===== config.mk =====
export PLATFORM = sky130hd
export DESIGN_NAME = ysyx_22040237_exu_seq
export DESIGN_NICKNAME = d
export VERILOG_FILES = /design/src/rtl/ysyx_22040237_exu_seq.sv
export SDC_FILE = /design/constraint.sdc
export NUM_CORES = 1
export LEC_CHECK = 0
export CORE_AREA = 2 2 423 425
export DETAILED_ROUTE_END_ITERATION = 7
export DIE_AREA = 0 0 425 427
export SLEW_MARGIN = 20
export SYNTH_ARGS = -nofsm -noshare
export SYNTH_HDL_FRONTEND = slang
export SYNTH_SLANG_ARGS = --single-unit

===== constraint.sdc =====
create_clock -name clk -period 2.2 [get_ports clk]
set_input_delay 0.44 -clock clk [delete_from_list [all_inputs] [get_ports clk]]
set_output_delay 0.44 -clock clk [all_outputs]
set_load 0.02 [all_outputs]

===== src/rtl/ysyx_22040237_exu_seq.sv =====
// ysyx_22040237_exu_seq
//   Multi-cycle sequencer between the IDU and the combinational EXU.
//   It accepts one decoded instruction at a time over a valid/ready handshake
//   and holds the operands stable for the EXU. Load/store instructions run a
//   request/acknowledge transaction with the LSU. The register writeback and
//   the PC redirect are then retired in a single-cycle COMMIT pulse.
//
// Ports
//   clk, rst                     clock, synchronous active-high reset
//   id_valid_i / id_ready_o      IDU handshake
//   rd_wr_en_i, rd_idx_i         destination register write enable / index
//   op1_i .. op2_jp_s_i          operands from the IDU
//   exu_info_bus_i               EXU operation info bus from the IDU
//   exu_*_o                      latched operands / info bus driven to the EXU
//   exu_alu_res_i .. exu_jump_addr_i  EXU results sampled in EXEC
//   lsu_req_o .. lsu_info_o      LSU request channel (valid only in MEM)
//   lsu_ack_i, lsu_rdata_i       LSU completion and raw load data
//   wb_en_o, wb_idx_o, wb_data_o register-file write (COMMIT only)
//   redirect_valid_o/_addr_o     PC redirect (COMMIT only)
//   commit_o, lsu_timeout_o      retire pulse, abandoned-access flag
module ysyx_22040237_exu_seq #(
   parameter int LSU_TIMEOUT = 255
) (
   input  logic        clk,
   input  logic        rst,
   input  logic        id_valid_i,
   output logic        id_ready_o,
   input  logic        rd_wr_en_i,
   input  logic [4:0]  rd_idx_i,
   input  logic [63:0] op1_i,
   input  logic [63:0] op2_i,
   input  logic [63:0] op1_jp_i,
   input  logic [63:0] op2_jp_s_i,
   input  logic [15:0] exu_info_bus_i,
   output logic [63:0] exu_op1_o,
   output logic [63:0] exu_op2_o,
   output logic [63:0] exu_op1_jp_o,
   output logic [63:0] exu_op2_jp_s_o,
   output logic [15:0] exu_info_bus_o,
   input  logic [63:0] exu_alu_res_i,
   input  logic [6:0]  exu_ls_info_i,
   input  logic [63:0] exu_rs2_store_i,
   input  logic        exu_jump_flag_i,
   input  logic [63:0] exu_jump_addr_i,
   output logic        lsu_req_o,
   output logic [63:0] lsu_addr_o,
   output logic [63:0] lsu_wdata_o,
   output logic [6:0]  lsu_info_o,
   input  logic        lsu_ack_i,
   input  logic [63:0] lsu_rdata_i,
   output logic        wb_en_o,
   output logic [4:0]  wb_idx_o,
   output logic [63:0] wb_data_o,
   output logic        redirect_valid_o,
   output logic [63:0] redirect_addr_o,
   output logic        commit_o,
   output logic        lsu_timeout_o
);

   typedef enum logic [1:0] {IDLE, EXEC, MEM, COMMIT} state_t;

   localparam logic [7:0] TMO = 8'(LSU_TIMEOUT);

   // ls info bit positions: {dw, word, db, byte, usign, store, load}
   localparam int LS_LOAD  = 0;
   localparam int LS_STORE = 1;
   localparam int LS_USIGN = 2;
   localparam int LS_BYTE  = 3;
   localparam int LS_DB    = 4;
   localparam int LS_WORD  = 5;

   state_t      state, state_nxt;

   logic        rd_wr_en_r;
   logic [4:0]  rd_idx_r;
   logic [63:0] op1_r, op2_r, op1_jp_r, op2_jp_s_r;
   logic [15:0] info_r;
   logic [63:0] alu_res_r, rs2_r, jump_addr_r, rdata_r;
   logic [6:0]  ls_info_r;
   logic        jump_flag_r;
   logic [7:0]  cnt_r;
   logic        timeout_r;

   // Size and sign extension of LSB-aligned load data. A missing size bit
   // falls through to the full doubleword, which also ignores usign.
   function automatic logic [63:0] load_ext(input logic [63:0] d, input logic [6:0] li);
      logic [63:0] r;
      if (li[LS_BYTE])
         r = li[LS_USIGN] ? {56'd0, d[7:0]}  : {{56{d[7]}},  d[7:0]};
      else if (li[LS_DB])
         r = li[LS_USIGN] ? {48'd0, d[15:0]} : {{48{d[15]}}, d[15:0]};
      else if (li[LS_WORD])
         r = li[LS_USIGN] ? {32'd0, d[31:0]} : {{32{d[31]}}, d[31:0]};
      else
         r = d;
      return r;
   endfunction

   always_comb begin
      state_nxt = state;
      case (state)
         IDLE:    if (id_valid_i) state_nxt = EXEC;
         EXEC:    state_nxt = (exu_ls_info_i[LS_LOAD] | exu_ls_info_i[LS_STORE]) ? MEM : COMMIT;
         MEM:     if (lsu_ack_i || cnt_r == TMO) state_nxt = COMMIT;
         COMMIT:  state_nxt = IDLE;
         default: state_nxt = IDLE;
      endcase
   end

   always_ff @(posedge clk) begin
      if (rst) begin
         state       <= IDLE;
         rd_wr_en_r  <= 1'b0;
         rd_idx_r    <= '0;
         op1_r       <= '0;
         op2_r       <= '0;
         op1_jp_r    <= '0;
         op2_jp_s_r  <= '0;
         info_r      <= '0;
         alu_res_r   <= '0;
         rs2_r       <= '0;
         jump_addr_r <= '0;
         rdata_r     <= '0;
         ls_info_r   <= '0;
         jump_flag_r <= 1'b0;
         cnt_r       <= '0;
         timeout_r   <= 1'b0;
      end else begin
         state <= state_nxt;
         case (state)
            IDLE: begin
               if (id_valid_i) begin
                  rd_wr_en_r <= rd_wr_en_i;
                  rd_idx_r   <= rd_idx_i;
                  op1_r      <= op1_i;
                  op2_r      <= op2_i;
                  op1_jp_r   <= op1_jp_i;
                  op2_jp_s_r <= op2_jp_s_i;
                  info_r     <= exu_info_bus_i;
               end
            end
            EXEC: begin
               alu_res_r   <= exu_alu_res_i;
               ls_info_r   <= exu_ls_info_i;
               rs2_r       <= exu_rs2_store_i;
               jump_flag_r <= exu_jump_flag_i;
               jump_addr_r <= exu_jump_addr_i;
               cnt_r       <= '0;
               timeout_r   <= 1'b0;
               // An abandoned load then writes back a defined zero.
               rdata_r     <= '0;
            end
            MEM: begin
               // Ack has priority over the timeout compare in the same cycle.
               if (lsu_ack_i)
                  rdata_r <= lsu_rdata_i;
               else if (cnt_r == TMO)
                  timeout_r <= 1'b1;
               else
                  cnt_r <= cnt_r + 8'd1;
            end
            default: ;
         endcase
      end
   end

   // Every output is forced low while rst is high, so a reset mid-operation
   // drops the request and any pending commit in that very cycle.
   always_comb begin
      id_ready_o       = 1'b0;
      exu_op1_o        = '0;
      exu_op2_o        = '0;
      exu_op1_jp_o     = '0;
      exu_op2_jp_s_o   = '0;
      exu_info_bus_o   = '0;
      lsu_req_o        = 1'b0;
      lsu_addr_o       = '0;
      lsu_wdata_o      = '0;
      lsu_info_o       = '0;
      wb_en_o          = 1'b0;
      wb_idx_o         = '0;
      wb_data_o        = '0;
      redirect_valid_o = 1'b0;
      redirect_addr_o  = '0;
      commit_o         = 1'b0;
      lsu_timeout_o    = 1'b0;
      if (!rst) begin
         exu_op1_o      = op1_r;
         exu_op2_o      = op2_r;
         exu_op1_jp_o   = op1_jp_r;
         exu_op2_jp_s_o = op2_jp_s_r;
         exu_info_bus_o = info_r;
         case (state)
            IDLE: id_ready_o = 1'b1;
            MEM: begin
               lsu_req_o   = 1'b1;
               lsu_addr_o  = alu_res_r;
               lsu_wdata_o = ls_info_r[LS_STORE] ? rs2_r : 64'd0;
               lsu_info_o  = ls_info_r;
            end
            COMMIT: begin
               commit_o         = 1'b1;
               wb_en_o          = rd_wr_en_r & (rd_idx_r != 5'd0) & ~ls_info_r[LS_STORE] & ~timeout_r;
               wb_idx_o         = rd_idx_r;
               wb_data_o        = ls_info_r[LS_LOAD] ? load_ext(rdata_r, ls_info_r) : alu_res_r;
               redirect_valid_o = jump_flag_r;
               redirect_addr_o  = jump_addr_r;
               lsu_timeout_o    = timeout_r;
            end
            default: ;
         endcase
      end
   end

endmodule


=== Yosys cells after proc, flatten, opt, wreduce, memory -nomap -nowiden ===
Index checks and enable logic that the tools add are counted.

* Add/sub/neg operators: 1
* Eq/ne operators: 10
* Mux-type cells: 49
* Bitwise logic cells: 6
* Reduce and logical (&&, ||, !) cells: 9

{| class="wikitable"
|+ Operators with widths
! cell !! number
|-
| two-way mux 64 bit || 21
|-
| case mux 64 bit (2 select lines) || 1
|-
| two-way mux 16 bit || 1
|-
| two-way mux 8 bit || 2
|-
| case mux 8 bit (2 select lines) || 1
|-
| two-way mux 1 bit || 15
|-
| two-way mux 7 bit || 2
|-
| != test 2 bit (second input constant) || 6
|-
| two-way mux 5 bit || 2
|-
| adder 8 x 1 -> 8 bit (second input constant) || 1
|-
| == test 8 bit (second input constant) || 1
|-
| case mux 2 bit (4 select lines) || 1
|-
| AND reduction 2 bit || 3
|-
| AND reduction 3 bit || 2
|-
| nonzero test 5 bit || 1
|-
| == test 2 bit (second input constant) || 2
|-
| two-way mux 2 bit || 2
|-
| AND 1 bit || 3
|-
| == test 2 x 1 -> 1 bit (second input constant) || 1
|-
| zero test 2 bit || 1
|-
| NOT 1 bit || 2
|-
| case mux 1 bit (2 select lines) || 1
|-
| nonzero test 2 bit || 1
|-
| logical OR 1 bit || 1
|-
| OR 1 bit || 1
|}

* Flip-flop bits (word level): 553

=== Depth between registers and ports, before layout ===
Gate-level depths: netlist (run 1).

* Word-level depth: 7
* Gate-level depth with buffers: 8
* Gate-level depth less buffers: 6

=== Worst setup path before layout (run 1) ===
Ideal clock, no wire load.

* Path kind: input to output
* Start: input rst
* End: output wb_en_o
* Arrival: 1543 ps
* Data required time: 1760 ps
* Path slack: 217 ps
* Stages on the path: 4
* Buffers on the path: 1
* Cell sequence: buf_2 nand2b_1 or4b_1 a21oi_1

* Cells in the longest elaborated chain, start to end: 1

{| class="wikitable"
|+ RTL lines
! element !! RTL line !! RTL
|-
| from (decl) || 25 || <nowiki>input logic rst,</nowiki>
|-
| two-way mux 1 bit || 187 || <nowiki>if (!rst) begin</nowiki>
|-
| to (decl) || 51 || <nowiki>output logic wb_en_o,</nowiki>
|}

No other way between the ends.

=== Worst setup path in the final report (run 1) ===
* Start: register state[0]
* End: output lsu_wdata_o[62]

* Cells in the longest elaborated chain, start to end: 3

{| class="wikitable"
|+ RTL lines
! element !! RTL line !! RTL
|-
| from (decl) || 72 || <nowiki>state_t state, state_nxt;</nowiki>
|-
| from (signal assigned) || 129 || <nowiki>state <= state_nxt;</nowiki>
|-
| == test 2 bit || 193 || <nowiki>case (state)</nowiki>
|-
| two-way mux 64 bit || 193 ||
|-
| two-way mux 64 bit || 187 ||
|-
| to (decl) || 47 || <nowiki>output logic [63:0] lsu_wdata_o,</nowiki>
|}

No other way between the ends.

==> results of run 1 <==
[cells by family after synthesis]
| logic type | Yosys count | share of synthesized area [%] |
|---|---|---|
| AND/OR/NAND/NOR | 1418 | 28.0 |
| flip-flops | 553 | 46.0 |
| AO/OA/AOI/OAI | 534 | 12.4 |
| buffers and inverters | 261 | 4.57 |
| multiplexers | 209 | 8.69 |
| adder cells (fa/ha/maj) | 6 | 0.312 |
[sequential cells by signal, indices dropped and copies added, names as in the netlist]
| register | count |
|---|---|
| cnt_r | 8 |
| rd_wr_en_r | 1 |
| ls_info_r | 7 |
| timeout_r | 1 |
| jump_flag_r | 1 |
| rs2_r | 64 |
| op1_jp_r | 64 |
| op2_jp_s_r | 64 |
| rd_idx_r | 5 |
| op2_r | 64 |
| alu_res_r | 64 |
| jump_addr_r | 64 |
| rdata_r | 64 |
| state | 2 |
| info_r | 16 |
| op1_r | 64 |
[power groups by stage]
stage	clock network, W	logic [W]	registers [W]
floorplan	0	0.00705	0.0129
finish	0.0130	0.0144	0.0138
detailed placement	0	0.0126	0.0139
global placement	0	0.0125	0.0139
CTS	0.0134	0.0131	0.0137
global route	0.0137	0.0154	0.0140
[layer usage]
metal,up-vias,share of wire (%),GRT usage [%]
met1,12800,39,18.1
met2,1119,48,23.8
li1,12200,-,-
met4,14,3.8,5.66
met5,-,0.065,0
met3,236,9.1,4.32
[worst max-delay path by stage]
| stage | to | cells past startpoint |
|---|---|---|
| after floorplan | wb_en_o | 4 |
| after global placement | lsu_addr_o[47] | 7 |
| after detailed placement | lsu_addr_o[50] | 7 |
| after CTS | redirect_addr_o[12] | 10 |
| after global routing | lsu_addr_o[19] | 9 |
| final | lsu_wdata_o[62] | 10 |
[placed cells by master (no fill, tap or decap), types with 7 or more instances in the layout]
| cell type | Yosys | routed |
|---|---|---|
| clkbuf_8 | 0 | 12 |
| clkbuf_16 | 0 | 101 |
| dlymetal6s2s_1 | 0 | 224 |
| o21ai_4 | 0 | 25 |
| nor2_1 | 297 | 288 |
| clkinvlp_4 | 0 | 7 |
| buf_12 | 0 | 66 |
| buf_4 | 1 | 225 |
| a21oi_4 | 0 | 7 |
| and2_1 | 145 | 32 |
| a211oi_1 | 7 | 7 |
| nor2b_1 | 275 | 272 |
| dfxtp_1 | 553 | 543 |
| diode_2 | 0 | 15 |
| mux2i_1 | 209 | 205 |
| nor2_4 | 0 | 8 |
| clkbuf_1 | 138 | 14 |
| nand2b_1 | 62 | 58 |
| nand2_1 | 560 | 559 |
| a21o_1 | 33 | 33 |
| buf_2 | 84 | 34 |
| and2_4 | 0 | 113 |
| and3_1 | 65 | 60 |
| a22oi_1 | 64 | 64 |
| a21oi_1 | 357 | 311 |
| buf_8 | 0 | 18 |
| o21ai_2 | 0 | 24 |
| a21oi_2 | 2 | 41 |
| clkdlybuf4s15_2 | 0 | 42 |
| clkdlybuf4s50_1 | 0 | 544 |
| buf_6 | 0 | 176 |
| buf_16 | 0 | 21 |
[repair_timing]
action | 4_1_cts | 5_1_grt
setup buffers | 20 | 49
cloned | 12 | 28
endpoints found under the hold margin | 0 | 0
endpoints found under the setup margin | 573 | 584
pin swaps | 40 | 92
resized for setup | 879 | 787
[per-stage QoR]
| step | cells | util [%] | hold slack (ps) | setup WS (ps) | cell area [um^2] |
|---|---|---|---|---|---|
| 2_1_floorplan | 2981 | - | 431 | 217 | 24100 |
| 3_3_place_gp | 6363 | 21.9 | 437 | -468 | 38700 |
| 3_5_place_dp | 6363 | 21.9 | 442 | -498 | 38700 |
| 4_1_cts | 6526 | 23.6 | 85.2 | -694 | 41900 |
| 5_1_grt | 6599 | 25.4 | 164 | -657 | 45100 |
| 6_report | 6608 | 25.5 | 200 | -566 | 45100 |
[area by class of cell]
| class | count | area, um^2 |
|---|---|---|
| Timing Repair Buffer | 1379 | 15400 |
| Fill cell | 19000 | 132000 |
| Multi-Input combinational cell | 2167 | 13000 |
| Inverter | 5 | 63.8 |
| Timing Repair inverter | 1 | 16.3 |
| Tap cell | 2355 | 2950 |
| Clock inverter | 30 | 405 |
| Sequential cell | 553 | 11100 |
| Antenna cell | 15 | 37.5 |
| Clock buffer | 103 | 2140 |
[worst max-delay path, stage by stage (launching register included)]
cell and delay, ps:
dfxtp_4 360, buf_6 100, inv_4 40, ha_4 160, nand2b_4 130, inv_16 70, buf_8 160, buf_12 120
buf_16 130, and3_1 170, buf_2 150
==> key figures, run 1 <==
Run status
  • Status: complete, but fails checks
  • Failing checks: negative setup slack

Synthesis
  • Cells after Synth: 2981
  • Yosys synthesis warning count: 0
  • Synthesized Nets: 3533
  • Syn_area_per_cell: 8.07 um^2
  • Register area share after synthesis: 46.0%
  • Synth area leaders: dfxtp_1, nand2_1, mux2i_1
  • Main synth FF type: dfxtp_1
  • Post-synth EDFFs: 0
  • Post-Syn Area: 0.0241 mm^2
  • Synthesized flop and latch total: 553
  • Post-synth top area share: 46.0%
  • Distinct cells, synth: 39
  • Post-synth top area cell: dfxtp_1
  • Top-count cell post-synth: nand2_1
  • Top post-synthesis cells by count: nand2_1, dfxtp_1, a21oi_1
  • Asr flop ratio synth: 0%

Pwr
  • Internal Power: 0.0264 W
  • Sw Pwr: 0.0148 W
  • Max VDD drop: 593 uV
  • PwrDens: 912 mW/mm^2
  • Reg power frac: 33.5%
  • Clk pwr share: 31.5%
  • Switching share of total power: 35.9%
  • Gate power share: 35.0%
  • Overall Power: 0.0412 W
  • Static leakage: 21.1 nW

Clocking
  • CTS sink count: 553
  • Hold-fix buffers, CTS: 0
  • Clock-pin transition on the worst setup and hold timing paths: 50 ps
  • CTS Root Cell: clkbuf_16
  • Clk Latency, worst-skew pair: 680 ps
  • CTS tree: built
  • Htree depth: 3
  • Clk buf depth: 3
  • CTS buffer count: 75

Setup path
  • CP Max Fanout: 9
  • Critical path capture point type: primary output
  • Reg2Reg Launch Point: state[0]
  • Worst Reg-to-Reg Cells: 11
  • Critical path origin: state[0]
  • Reg-to-Reg End: rdata_r[20]
  • Worst EP required: 1760 ps
  • Startpoint Class: register
  • Reg-to-reg slack, setup: 50 ps
  • Arr. time, crit path: 2330 ps
  • WS Path Type: register to primary output

Placement
  • HPWL after detailed placement: 110000 um
  • Input/output buffers: 1091
  • GPL Wtd Cong: 0.925

Timing
  • Tmin final: 2770 ps
  • RSZ-0062 raised after global routing: yes
  • Fin. max-slew vios: 0
  • Final Cycle Share: 126%
  • Max Freq: 0.362 GHz
  • Setup-failing EPs final: 284
  • Worst setup margin: -566 ps
  • Clock Skews: 23.2 ps
  • Final Hold Violating Endpoints: 0
  • Relative slew slack: 55.0%
  • Setup TNS: -120380 ps
  • Worst-Margin Slew: 676 ps

Hold path
  • Worst Hold Class: input pin to register
  • Worst Hold Launch: rst
  • Hold path depth: 3
  • WHS Endpoint: jump_addr_r[63]

Die
  • Cell Rows: 155
  • Initial Util: 13.6%
  • Die Y-Extent: 427 um
  • IO Count: 1092
  • DIE WIDTH: 425 um
  • Die Area: 0.181 mm^2
  • Core area: 0.177 mm^2

Detailed routing
  • ANT nets after route: 0
  • 1st-pass router iterations: 6
  • Detailed Route Iter0 Violations: 1905
  • DRC violations left: 0
  • DR WL/cell: 22.7 um
  • Post-Route WL: 150000 um
  • Vias/cell: 3.99
  • Vias: 26300

Global routing
  • Grt total ovfl: 0
  • GRT Overall Usage: 14.6%
  • Vias in the first global route: 24100
  • Initial antenna violation count: 32
  • Largest net degree at the start of global routing: 112
  • First-pass GRT wire length: 188000 um

Cells and area
  • Fin nets: 4734
  • Area Growth Syn to Fin: 87.6%
  • Layout cells sized above 1: 23.4%

Job
  • Max Cap Violations: 0
Note: power is estimated with default switching activity, not from simulation.
==> run 2: changes to the inputs <==
- ABC_CLOCK_PERIOD_IN_PS: unset -> 2200
- CAP_MARGIN: unset -> 40
- TNS_END_PERCENT: unset -> 100
==> key figures, run 2 (synthesis results as in run 1) <==
Run status
  • Status: complete, but fails checks
  • Failing checks: negative setup slack

Global routing
  • Vias in the first global route: 24100
  • GRT Overall Usage: 14.6%
  • Initial antenna violation count: 32
  • Grt total ovfl: 0
  • First-pass GRT wire length: 188000 um
  • Largest net degree at the start of global routing: 112

Cells and area
  • Multi-input gate area: 0.0130 mm^2
  • Commonest non-fill, non-tap cell in the layout: nand2_1
  • Area Growth Syn to Fin: 87.4%
  • Non-Filler Instances: 6603
  • Reg area: 0.0111 mm^2
  • Most frequent cells in the layout: nand2_1, clkdlybuf4s50_1, dfxtp_1
  • Post-route cell area: 0.0451 mm^2
  • Filler cells: 19000
  • Fin nets: 4731
  • Layout cells sized above 1: 23.3%
  • Core Util, Final: 25.4%

Setup path
  • Crit-path cells: buf_6 > inv_4 > ha_4 > nand2b_4 > inv_16 > buf_8 > buf_12 > buf_16 > and3_1 > buf_2
  • Startpoint Class: register
  • Critical path capture point type: primary output
  • Reg2Reg Launch Point: state[0]
  • Reg-to-reg slack, setup: 20 ps
  • Worst EP required: 1760 ps
  • CP Max Fanout: 9
  • WS Path Type: register to primary output
  • CP peak stage delay: 360 ps
  • Critical path origin: state[0]
  • Worst Reg-to-Reg Cells: 12
  • Arr. time, crit path: 2330 ps
  • Reg-to-Reg End: rdata_r[20]
  • CP max-delay cell: dfxtp_4

Timing
  • Worst-Margin Slew: 681 ps
  • Final Cycle Share: 126%
  • Tmin final: 2770 ps
  • Final Hold Violating Endpoints: 0
  • Clock Skews: 22.3 ps
  • Relative slew slack: 54.6%
  • Worst setup margin: -567 ps
  • Setup-failing EPs final: 284
  • Max Freq: 0.361 GHz
  • RSZ-0062 raised after global routing: yes
  • Fin. max-slew vios: 0

Die
  • DIE WIDTH: 425 um
  • Initial Util: 13.6%
  • Core area: 0.177 mm^2
  • IO Count: 1092
  • Cell Rows: 155
  • Die Area: 0.181 mm^2
  • Die Y-Extent: 427 um

Detailed routing
  • DR WL/cell: 22.7 um
  • Post-Route WL: 150000 um
  • 1st-pass router iterations: 5
  • Vias/cell: 3.99
  • Detailed Route Iter0 Violations: 1960
  • Vias: 26400
  • DRC violations left: 0
  • ANT nets after route: 0

Clocking
  • CTS Root Cell: clkbuf_16
  • CTS tree: built
  • CTS sink count: 553
  • Clk buf depth: 3
  • CTS buffer count: 75
  • Clock-pin transition on the worst setup and hold timing paths: 60 ps
  • Htree depth: 3
  • Clk Latency, worst-skew pair: 690 ps

Placement
  • DP Area: 0.0387 mm^2
  • HPWL after detailed placement: 110000 um
  • Pre-CTS setup slack: -498 ps
  • GPL Wtd Cong: 0.925
  • DP Cell Count: 6363
  • Input/output buffers: 1091

Pwr
  • Switching share of total power: 35.9%
  • Gate power share: 34.9%
  • Reg power frac: 33.5%
  • Max VDD drop: 592 uV
  • PwrDens: 912 mW/mm^2
  • Static leakage: 21.1 nW
  • Internal Power: 0.0264 W
  • Clk pwr share: 31.5%
  • Sw Pwr: 0.0148 W

Hold path
  • Hold path depth: 4
  • Worst Hold Launch: rst
  • Worst Hold Class: input pin to register
  • WHS Endpoint: op2_r[11]

Job
  • Max Cap Violations: 0
run 2: changes by cell type in the layout (fill, tap and decap cells not counted), sizes merged:
cell,previous run,this run
diode,15,13
buf,540,537
run 2: through the flow:
step	total power, W	setup TNS, ps	hold WS (ps)
after detailed placement	0.0265	-131420	442
after global placement	0.0264	-122450	437
final	0.0411	-121420	199
after floorplan	0.0200	0	431
after global routing	0.0431	-149460	164
after CTS	0.0402	-204330	85.2
run 2: worst max-delay path by stage:
stage	endpoint	slack [ps]
after floorplan	wb_en_o	220
after global placement	lsu_addr_o[47]	-470
after detailed placement	lsu_addr_o[50]	-500
after CTS	redirect_addr_o[12]	-690
after global routing	lsu_addr_o[19]	-660
final	lsu_wdata_o[62]	-570
run 2: repair_timing:
item,CTS,global route
buffers inserted,20,45
pin swaps,40,91
cloned,12,28
hold buffers,0,0
endpoints found under the setup margin,573,527
gates resized for setup,879,782
endpoints found under the hold margin,0,0
run 2: critical path: cells and delay by family, from the launching register on:
family                     cells  cell delay, ps
adders and majority gates      1             160
DFF                            1             360
and+or+nand+nor                2             300
buffers and inverters          7             770
run 2: area by class of cell:
type,instances,area share [%]
sequential,553,24.6
multi-input combinational,2167,28.8
timing repair buffer,1376,34.1
clock inverter,30,0.899
antenna,13,0.0721
tap,2355,6.53
clock buffer,103,4.76
timing repair inverter,1,0.0361
inverter,5,0.142
run 2: per-layer routing:
metal | part of all wire (%) | GRT usage [%]
met5 | 0.065 | 0
met4 | 3.8 | 5.66
met1 | 40 | 18.1
met3 | 8.8 | 4.32
met2 | 48 | 23.8
run 2: power by group through the flow:
stage | combinational [W] | sequential [W] | clock (W)
CTS | 0.0131 | 0.0137 | 0.0134
global route | 0.0154 | 0.0140 | 0.0137
global placement | 0.0125 | 0.0139 | 0
detailed placement | 0.0126 | 0.0139 | 0
floorplan | 0.00705 | 0.0129 | 0
finish | 0.0144 | 0.0138 | 0.0130
